`src/rtl/custom_bus_mem_responder_if.sv`:
```
// Request/acknowledge bus between a custom_bus_master and a memory responder.
// The master drives the request side and the responder drives the acknowledge side.
interface custom_bus_mem_responder_if;
    logic       m_req;
    logic       m_r0_w1;
    logic [7:0] m_wr_data;
    logic [7:0] wr_addr;
    logic [7:0] rd_addr;
    logic       s_ack;
    logic       s_data_ack;
    logic       s_err;
    logic [7:0] m_rd_data;

    modport master (
        output m_req, m_r0_w1, m_wr_data, wr_addr, rd_addr,
        input  s_ack, s_data_ack, s_err, m_rd_data
    );

    modport slave (
        input  m_req, m_r0_w1, m_wr_data, wr_addr, rd_addr,
        output s_ack, s_data_ack, s_err, m_rd_data
    );
endinterface

```
`src/rtl/custom_bus_mem_responder.sv`:
```
// Register-backed memory target for the custom bus. It serves one access at a time,
// adds WAIT_CYCLES wait states between s_ack and s_data_ack, and flags addresses >= DEPTH.
module custom_bus_mem_responder #(
    parameter int DEPTH       = 16,
    parameter int WAIT_CYCLES = 2
) (
    input  logic                          clk,
    input  logic                          rst,
    custom_bus_mem_responder_if.slave     bus,
    output logic [7:0]                    wr_count,
    output logic [7:0]                    rd_count
);
    localparam int         AW        = (DEPTH > 1) ? $clog2(DEPTH) : 1;
    localparam logic [3:0] WAIT_LOAD = (WAIT_CYCLES > 0) ? 4'(WAIT_CYCLES - 1) : 4'd0;

    typedef enum logic [1:0] {IDLE, ACK, WAIT, DATA} state_t;

    state_t     state;
    logic       lat_wr;
    logic [7:0] lat_addr;
    logic [7:0] lat_data;
    logic [3:0] wait_cnt;
    logic [7:0] mem [DEPTH];
    logic       addr_ok;

    assign addr_ok = ({1'b0, lat_addr} < 9'(DEPTH));

    // NOTE: every state bit, output and memory word sits in one non-blocking always_ff,
    // and the memory is cleared by the async reset because zero contents are observable.
    always_ff @(posedge clk or negedge rst) begin
        if (!rst) begin
            state          <= IDLE;
            lat_wr         <= 1'b0;
            lat_addr       <= 8'h00;
            lat_data       <= 8'h00;
            wait_cnt       <= 4'd0;
            bus.s_ack      <= 1'b0;
            bus.s_data_ack <= 1'b0;
            bus.s_err      <= 1'b0;
            bus.m_rd_data  <= 8'h00;
            wr_count       <= 8'h00;
            rd_count       <= 8'h00;
            for (int i = 0; i < DEPTH; i++) mem[i] <= 8'h00;
        end else begin
            bus.s_ack      <= 1'b0;
            bus.s_data_ack <= 1'b0;
            bus.s_err      <= 1'b0;
            case (state)
                IDLE: begin
                    if (bus.m_req) begin
                        lat_wr    <= bus.m_r0_w1;
                        lat_addr  <= bus.m_r0_w1 ? bus.wr_addr : bus.rd_addr;
                        lat_data  <= bus.m_wr_data;
                        bus.s_ack <= 1'b1;
                        state     <= ACK;
                    end
                end
                ACK: begin
                    if (WAIT_CYCLES > 0) begin
                        wait_cnt <= WAIT_LOAD;
                        state    <= WAIT;
                    end else begin
                        bus.s_data_ack <= 1'b1;
                        bus.s_err      <= !addr_ok;
                        state          <= DATA;
                    end
                end
                WAIT: begin
                    if (wait_cnt == 4'd0) begin
                        bus.s_data_ack <= 1'b1;
                        bus.s_err      <= !addr_ok;
                        state          <= DATA;
                    end else begin
                        wait_cnt <= wait_cnt - 4'd1;
                    end
                end
                DATA: begin
                    // Commit on leaving DATA; out-of-range reads return all ones.
                    if (lat_wr) begin
                        if (addr_ok) begin
                            mem[lat_addr[AW-1:0]] <= lat_data;
                            wr_count              <= wr_count + 8'd1;
                        end
                    end else if (addr_ok) begin
                        bus.m_rd_data <= mem[lat_addr[AW-1:0]];
                        rd_count      <= rd_count + 8'd1;
                    end else begin
                        bus.m_rd_data <= 8'hFF;
                    end
                    state <= IDLE;
                end
            endcase
        end
    end
endmodule

```
`src/flat_wrapper.sv`:
```
// flat-port wrapper written by rule: the top's interface ports become plain ports
module custom_bus_mem_responder_flat 
#(
    parameter int DEPTH       = 16,
    parameter int WAIT_CYCLES = 2
)
  (clk, rst, wr_count, rd_count, bus_m_req, bus_m_r0_w1, bus_m_wr_data, bus_wr_addr, bus_rd_addr, bus_s_ack, bus_s_data_ack, bus_s_err, bus_m_rd_data);
  custom_bus_mem_responder_if bus_i ();
  input  logic clk;
  input  logic rst;
  output logic [7:0] wr_count;
  output logic [7:0] rd_count;
  input wire logic [$bits(bus_i.m_req)-1:0] bus_m_req;
  input wire logic [$bits(bus_i.m_r0_w1)-1:0] bus_m_r0_w1;
  input wire logic [$bits(bus_i.m_wr_data)-1:0] bus_m_wr_data;
  input wire logic [$bits(bus_i.wr_addr)-1:0] bus_wr_addr;
  input wire logic [$bits(bus_i.rd_addr)-1:0] bus_rd_addr;
  output wire logic [$bits(bus_i.s_ack)-1:0] bus_s_ack;
  output wire logic [$bits(bus_i.s_data_ack)-1:0] bus_s_data_ack;
  output wire logic [$bits(bus_i.s_err)-1:0] bus_s_err;
  output wire logic [$bits(bus_i.m_rd_data)-1:0] bus_m_rd_data;
  assign bus_i.m_req = bus_m_req;
  assign bus_i.m_r0_w1 = bus_m_r0_w1;
  assign bus_i.m_wr_data = bus_m_wr_data;
  assign bus_i.wr_addr = bus_wr_addr;
  assign bus_i.rd_addr = bus_rd_addr;
  assign bus_s_ack = bus_i.s_ack;
  assign bus_s_data_ack = bus_i.s_data_ack;
  assign bus_s_err = bus_i.s_err;
  assign bus_m_rd_data = bus_i.m_rd_data;
  custom_bus_mem_responder #(.DEPTH(DEPTH), .WAIT_CYCLES(WAIT_CYCLES)) u_core (.clk(clk), .rst(rst), .bus(bus_i), .wr_count(wr_count), .rd_count(rd_count));
endmodule
```
`config.mk`:
```
export PLATFORM = sky130hd
export DESIGN_NAME = custom_bus_mem_responder_flat
export DESIGN_NICKNAME = d
export VERILOG_FILES = /design/src/rtl/custom_bus_mem_responder_if.sv /design/src/rtl/custom_bus_mem_responder.sv /design/src/flat_wrapper.sv
export SDC_FILE = /design/constraint.sdc
export NUM_CORES = 1
export LEC_CHECK = 0
export CAP_MARGIN = 20
export CELL_PAD_IN_SITES_DETAIL_PLACEMENT = 1
export CELL_PAD_IN_SITES_GLOBAL_PLACEMENT = 2
export CORE_MARGIN = 8
export CORE_UTILIZATION = 35
export DETAILED_ROUTE_END_ITERATION = 8
export PLACE_DENSITY_LB_ADDON = 0.1
export SLEW_MARGIN = 15
export SYNTH_ARGS = -nofsm -noshare
export SYNTH_HDL_FRONTEND = slang
export SYNTH_SLANG_ARGS = --single-unit
```
`constraint.sdc`:
```
create_clock -name clk -period 1.8 [get_ports clk]
set_input_delay 0.18 -clock clk [delete_from_list [all_inputs] [get_ports clk]]
set_output_delay 0.18 -clock clk [all_outputs]
set_load 0.01 [all_outputs]
```
After elaboration in Yosys (flattened, before gate mapping)
Cells that the tools add are included.
{ "totals": {"regBits": 178, "output_inout_bits": 27} }
{ "classes": {"addsub": 3, "muxes": 19, "n_reduce_logical": 11, "n_eq_ne": 6, "magnitude_cmp": 3, "n_bitwise": 2} }
{ "ops": {"columns": ["operator", "n"], "rows": [
  ["$bwmux 128", 1],
  ["$mux 8", 5],
  ["$bmux 8 s4", 1],
  ["$demux 8 s4", 1],
  ["$add 8x1->8 const B", 2],
  ["$lt 8x5->1 const B", 1],
  ["$pmux 2 s4", 1],
  ["$pmux 4 s2", 1],
  ["$reduce_and 2->1", 4],
  ["$mux 1", 6],
  ["$reduce_and 3->1", 2],
  ["$ge 5x5->1 const B", 1],
  ["$lt 5x1->1 const B", 1],
  ["$not 4->5", 1],
  ["$eq 2x2->1 const B", 2],
  ["$logic_not 4->1", 1],
  ["$mux 2", 2],
  ["$mux 4", 1],
  ["$ne 2x2->1 const B", 2],
  ["$sub 4x1->4 const B", 1],
  ["$eq 2x1->1 const B", 1],
  ["$logic_not 2->1", 1],
  ["$ne 2x1->1 const B", 1],
  ["$reduce_bool 2->1", 1],
  ["3 further kinds", 3]
]} }

Logic depth before layout (Yosys ltp)
{ "depth": {"depth_word": 6, "depth_mapped": 6} }

Least setup slack after synthesis
No wires, ideal clock.
{ "synth_timing": {"kind": "register -> register", "startpoint": "reg u_core.state[0]", "endpoint": "reg u_core.mem[112] (netlist bit)", "arrival_ns": 1.778, "n_path_buf": 0, "setup_time_ns": 0.125, "slack_ns": -0.102, "synth_period_minus_slack_ns": 1.902, "path_stages_with_launch": 6, "cell_sequence": "dfrtp_1 -> ha_1 -> and2_2 -> nand4b_1 -> nor3_2 -> mux2_2"} }
{ "synth_between": {"elab_chain_cells": 2} }
{ "synth_lines": {"columns": ["item", "line_no", "source"], "rows": [
  ["start, declared", "custom_bus_mem_responder.sv:18", "state_t state;"],
  ["start signal, assigned", "custom_bus_mem_responder.sv:32", "state <= IDLE;"],
  ["start signal, assigned", "custom_bus_mem_responder.sv:55", "state <= ACK;"],
  ["start signal, assigned", "custom_bus_mem_responder.sv:61", "state <= WAIT;"],
  ["$eq 2x2->1", "custom_bus_mem_responder.sv:48", "case (state)"],
  ["$reduce_and 3->1 (no source line)", null, null],
  ["end signal, assigned by index", "custom_bus_mem_responder.sv:81", "mem[lat_addr[AW-1:0]] <= lat_data;"],
  ["end, declared", "custom_bus_mem_responder.sv:23", "logic [7:0] mem [DEPTH];"]
]} }
Every way passes these cells.
A chain may end at the register's enable or synchronous reset.

Final worst setup path
{ "layout_timing": {"startpoint": "reg u_core.lat_addr[7]", "endpoint": "reg u_core.mem[114] (netlist bit)"} }
{ "layout_between": {"elab_chain_cells": 2} }
{ "layout_lines": {"columns": ["item", "line_no", "source"], "rows": [
  ["start, declared", "custom_bus_mem_responder.sv:20", "logic [7:0] lat_addr;"],
  ["start signal, assigned", "custom_bus_mem_responder.sv:52", "lat_addr <= bus.m_r0_w1 ? bus.wr_addr : bus.rd_addr;"],
  ["$lt 8x5->1", "custom_bus_mem_responder.sv:26", "assign addr_ok = ({1'b0, lat_addr} < 9'(DEPTH));"],
  ["$reduce_and 3->1 (no source line)", null, null]
]} }
Every way passes these cells.

==> impl_metrics.tcl <==
set metrics [dict create \
    critical_path_fanout_max 5 \
    ctsLongestPathBuffers 2 \
    most_area_consuming_cells_after_synthesis "sky130_fd_sc_hd__dfrtp_1 55%, sky130_fd_sc_hd__mux2_2 20%, sky130_fd_sc_hd__mux4_2 6.7%" \
    antenna_found_initial 0 \
    io_pins 55 \
    area_growth_pct 35.6 \
    cts_max_level 4 \
    syn-mean-instance-area_um2 14.3 \
    ctsRootBufferMaster "sky130_fd_sc_hd__clkbuf_16" \
    die_height_um 168 \
    syn-num-nets 597 \
    cts_buffers 17 \
    violations "setup timing" \
    max_cap_viol_count 0 \
    rows 55 \
    synthDominantAreaCellType "sky130_fd_sc_hd__dfrtp_1" \
    worst_slew_pin_slew_ns 0.913 \
    floorplan.die_area_um2 28100 \
    final.period_utilization_pct 108 \
    path_cells "nor4_4 > buf_6 > nand4b_1 > buf_6 > nor3_4 > buf_4 > mux2_2" \
    hold-worst-slack_ns 0.258 \
    synth_mux_area_share_pct 29.3 \
    clk_transition_reported_paths_ns 0.07 \
    final_net_count 712 \
    drive_above_1_share_pct 46.6 \
    clk_sinks 178 \
    slew_violations 0 \
    synthesis.instances 561 \
    critPathMaxStageDelay_ns 0.41 \
    place.detailed.hpwl_um 14600 \
    detailedRoute.firstPassIterationCount 4 \
    drt-total-wl_um 22000 \
    post_layout_utilization_of_the_core_pct 48.3 \
    required_time_at_the_worst_slack_endpoint_ns 2.11 \
    synth_enable_flop_cells 0 \
    groute.usage.overall_pct 16.3 \
    synth-compound-area-share_pct 3.77 \
    outcome "finished with violations" \
    synth_top_cell_area_share_pct 55.4 \
    final_cell_area_um2 10900 \
    synth_top_flop_cell "sky130_fd_sc_hd__dfrtp_1" \
    viasPerCell 5.17 \
    drcViolationCount 0 \
    via_count_of_the_first_global_routing_pass 5762 \
    synth_top_family_by_area "multiplexers" \
    yosys.area_share.xor_xnor_pct 1.63 \
    post_synth_adder_cell_area_pct 1.25 \
    clock-skew-final_ns 0.0151 \
    synth-async-reset-ratio_pct 100 \
    grt_first_pass_wirelength_um 35200 \
    count_of_antenna_diodes_in_the_layout 0 \
    detail_route.iter0.violations 227 \
    timing.setup.critical_path_class "reg -> reg" \
    synth-seq-area-share_pct 55.4 \
    timing.max_slew.rel_slack_pct 39.1 \
    timing.hold.worst.class "in -> async" \
    detailroute.via_count 5037 \
    worst_ep_arrival_time_ns 2.25 \
    place_congestion 0.771 \
    clk_latency_ns 0.43 \
    syn-cell-area_um2 8040 \
    routed_wire_length_per_instance_um 22.5 \
    placeableCoreArea_um2 22600 \
    hold_vio_cnt_final 0 \
    endpoints_failing_setup 115 \
    placed_cell_area_um2 9490 \
    synth_simple_gate_area_share_pct 6.66 \
    timing.critical_path.to_type "register" \
    final_antenna_net_count 0 \
    port_buffers 54 \
    slowest_stage "sky130_fd_sc_hd__dfrtp_1" \
    power_density_nw_per_um2 1400 \
    max-vdd-ir-drop_v 0.000728 \
    pin_count_of_the_biggest_net_entering_global_routing 45 \
    clock.fmax_mhz 516 \
    tritoncts "built" \
    synth_warnings 0 \
    synth_seq_cells 178 \
    unrepaired_setup_endpoints_after_global_routing "yes" \
    tmin_final_ns 1.94 \
    post-route-worst-setup-slack_ns -0.139 \
    critical_path.startpoint_type "register" \
    critPathMostFrequentCell "sky130_fd_sc_hd__buf_6" \
    synth.lib_cells_used.distinct 43 \
    floorplan.initialDensity_pct 35.6 \
    power.leakage_nw 4.88 \
    mostFrequentLayoutCells "176 x sky130_fd_sc_hd__dfrtp_1, 104 x sky130_fd_sc_hd__mux2_4, 53 x sky130_fd_sc_hd__clkdlybuf4s50_1" \
    layout.cells.most_common "sky130_fd_sc_hd__dfrtp_1" \
    die_span_in_x_um 168 \
    grt_remaining_overflow 0 \
]
==> per-stage QoR <==
stage	TNS (ns)	std cells	total power [mW]	setup WS, ns
2_1_floorplan	-0.483	561	8.35	-0.0130
3_3_place_gp	-10.72	928	10.3	-0.236
3_5_place_dp	-12.08	928	10.5	-0.260
4_1_cts	-13.56	963	14.8	-0.162
5_1_grt	-14.81	974	16.1	-0.185
6_report	-6.17	974	15.2	-0.139
==> layout make-up <==
class | instances | area, um2
sequential | 178 | 4460
inverter | 6 | 22.5
clock inverter | 15 | 195
multi-input combinational | 345 | 4050
clock buffer | 17 | 425
tap | 285 | 357
fill | 2212 | 11700
timing repair buffer | 128 | 1400
==> per-layer routing <==
| metal | global-route usage (%) | vias to the layer above | share of wire, % |
|---|---|---|---|
| met3 | 3.53 | 24 | 2.4 |
| met4 | 4.15 | 0 | 1.4 |
| met1 | 22.2 | 2693 | 48 |
| met5 | 0 | - | 0 |
| met2 | 26.1 | 58 | 49 |
| li1 | - | 2262 | - |
==> flip-flops by register name, summed over array words and instances (netlist names) <==
register and cells:
u_core.state 2, u_core.lat_wr 1, u_core.rd_count 8, u_core.bus.m_rd_data 8, u_core.wr_count 8, u_core.mem 128
u_core.lat_data 8, u_core.bus.s_data_ack 1, u_core.bus.s_ack 1, u_core.bus.s_err 1, u_core.wait_cnt 4, u_core.lat_addr 8
==> logic make-up after synthesis <==
family	after synthesis
AO/OA/AOI/OAI	48
XOR/XNOR	15
adder cells (fa/ha/maj)	8
buffers and inverters	38
flip-flops	178
multiplexers	188
AND/OR/NAND/NOR	86
==> power by group <==
part	switching [mW]	internal, mW
Sequential	1.32	4.97
Combinational	2.20	2.81
Clock	1.71	2.23
Total	5.23	10.0
==> cell usage after synthesis (2+ instances only) <==
master,count
sky130_fd_sc_hd__o31ai_1,2
sky130_fd_sc_hd__and3_1,3
sky130_fd_sc_hd__ha_1,8
sky130_fd_sc_hd__a211oi_1,7
sky130_fd_sc_hd__mux2_2,140
sky130_fd_sc_hd__nand2_1,19
sky130_fd_sc_hd__nor3_1,3
sky130_fd_sc_hd__inv_1,6
sky130_fd_sc_hd__or3b_2,2
sky130_fd_sc_hd__nand2b_1,3
sky130_fd_sc_hd__and2_1,5
sky130_fd_sc_hd__nand3_1,3
sky130_fd_sc_hd__nor2b_1,5
sky130_fd_sc_hd__a21oi_1,10
sky130_fd_sc_hd__dfrtp_1,178
sky130_fd_sc_hd__o21ai_0,11
sky130_fd_sc_hd__nor3_4,3
sky130_fd_sc_hd__o22ai_1,7
sky130_fd_sc_hd__mux4_2,24
sky130_fd_sc_hd__mux2i_1,24
sky130_fd_sc_hd__a22oi_1,8
sky130_fd_sc_hd__xor2_1,5
sky130_fd_sc_hd__clkbuf_1,19
sky130_fd_sc_hd__nor2_1,14
sky130_fd_sc_hd__buf_1,3
sky130_fd_sc_hd__nor2_2,12
sky130_fd_sc_hd__buf_2,9
sky130_fd_sc_hd__nand4_1,4
sky130_fd_sc_hd__xnor2_1,10
==> path summary, 6_finish.rpt <==
path	cells past startpoint	from	to	slack, ns
max reg2reg	7	u_core.lat_addr[7]	u_core.mem[114]	-0.14
min	2	rst	u_core.rd_count[5]	0.26
min reg2reg	1	u_core.rd_count[7]	u_core.rd_count[7]	0.48
min in group clk	2	bus_m_wr_data[6]	u_core.lat_data[6]	0.35
max in group asynchronous	3	rst	u_core.mem[21]	0.85
max	7	u_core.lat_addr[7]	u_core.mem[114]	-0.14
==> worst max-delay path, delay by kind of cell, from the launching register on <==
family | cells | cell delay (ns)
buffers and inverters | 3 | 0.51
multiplexers | 1 | 0.33
AND/OR/NAND/NOR | 3 | 0.57
flip-flops | 1 | 0.41
==> timing repair <==
action	in CTS	in global routing
buffers inserted	2	11
pin swaps	8	16
hold buffers	1	0
resized for setup	80	87
endpoints found under the hold margin	39	0
endpoints found under the setup margin	136	146
No activity file was read; power rests on OpenSTA's default activity.
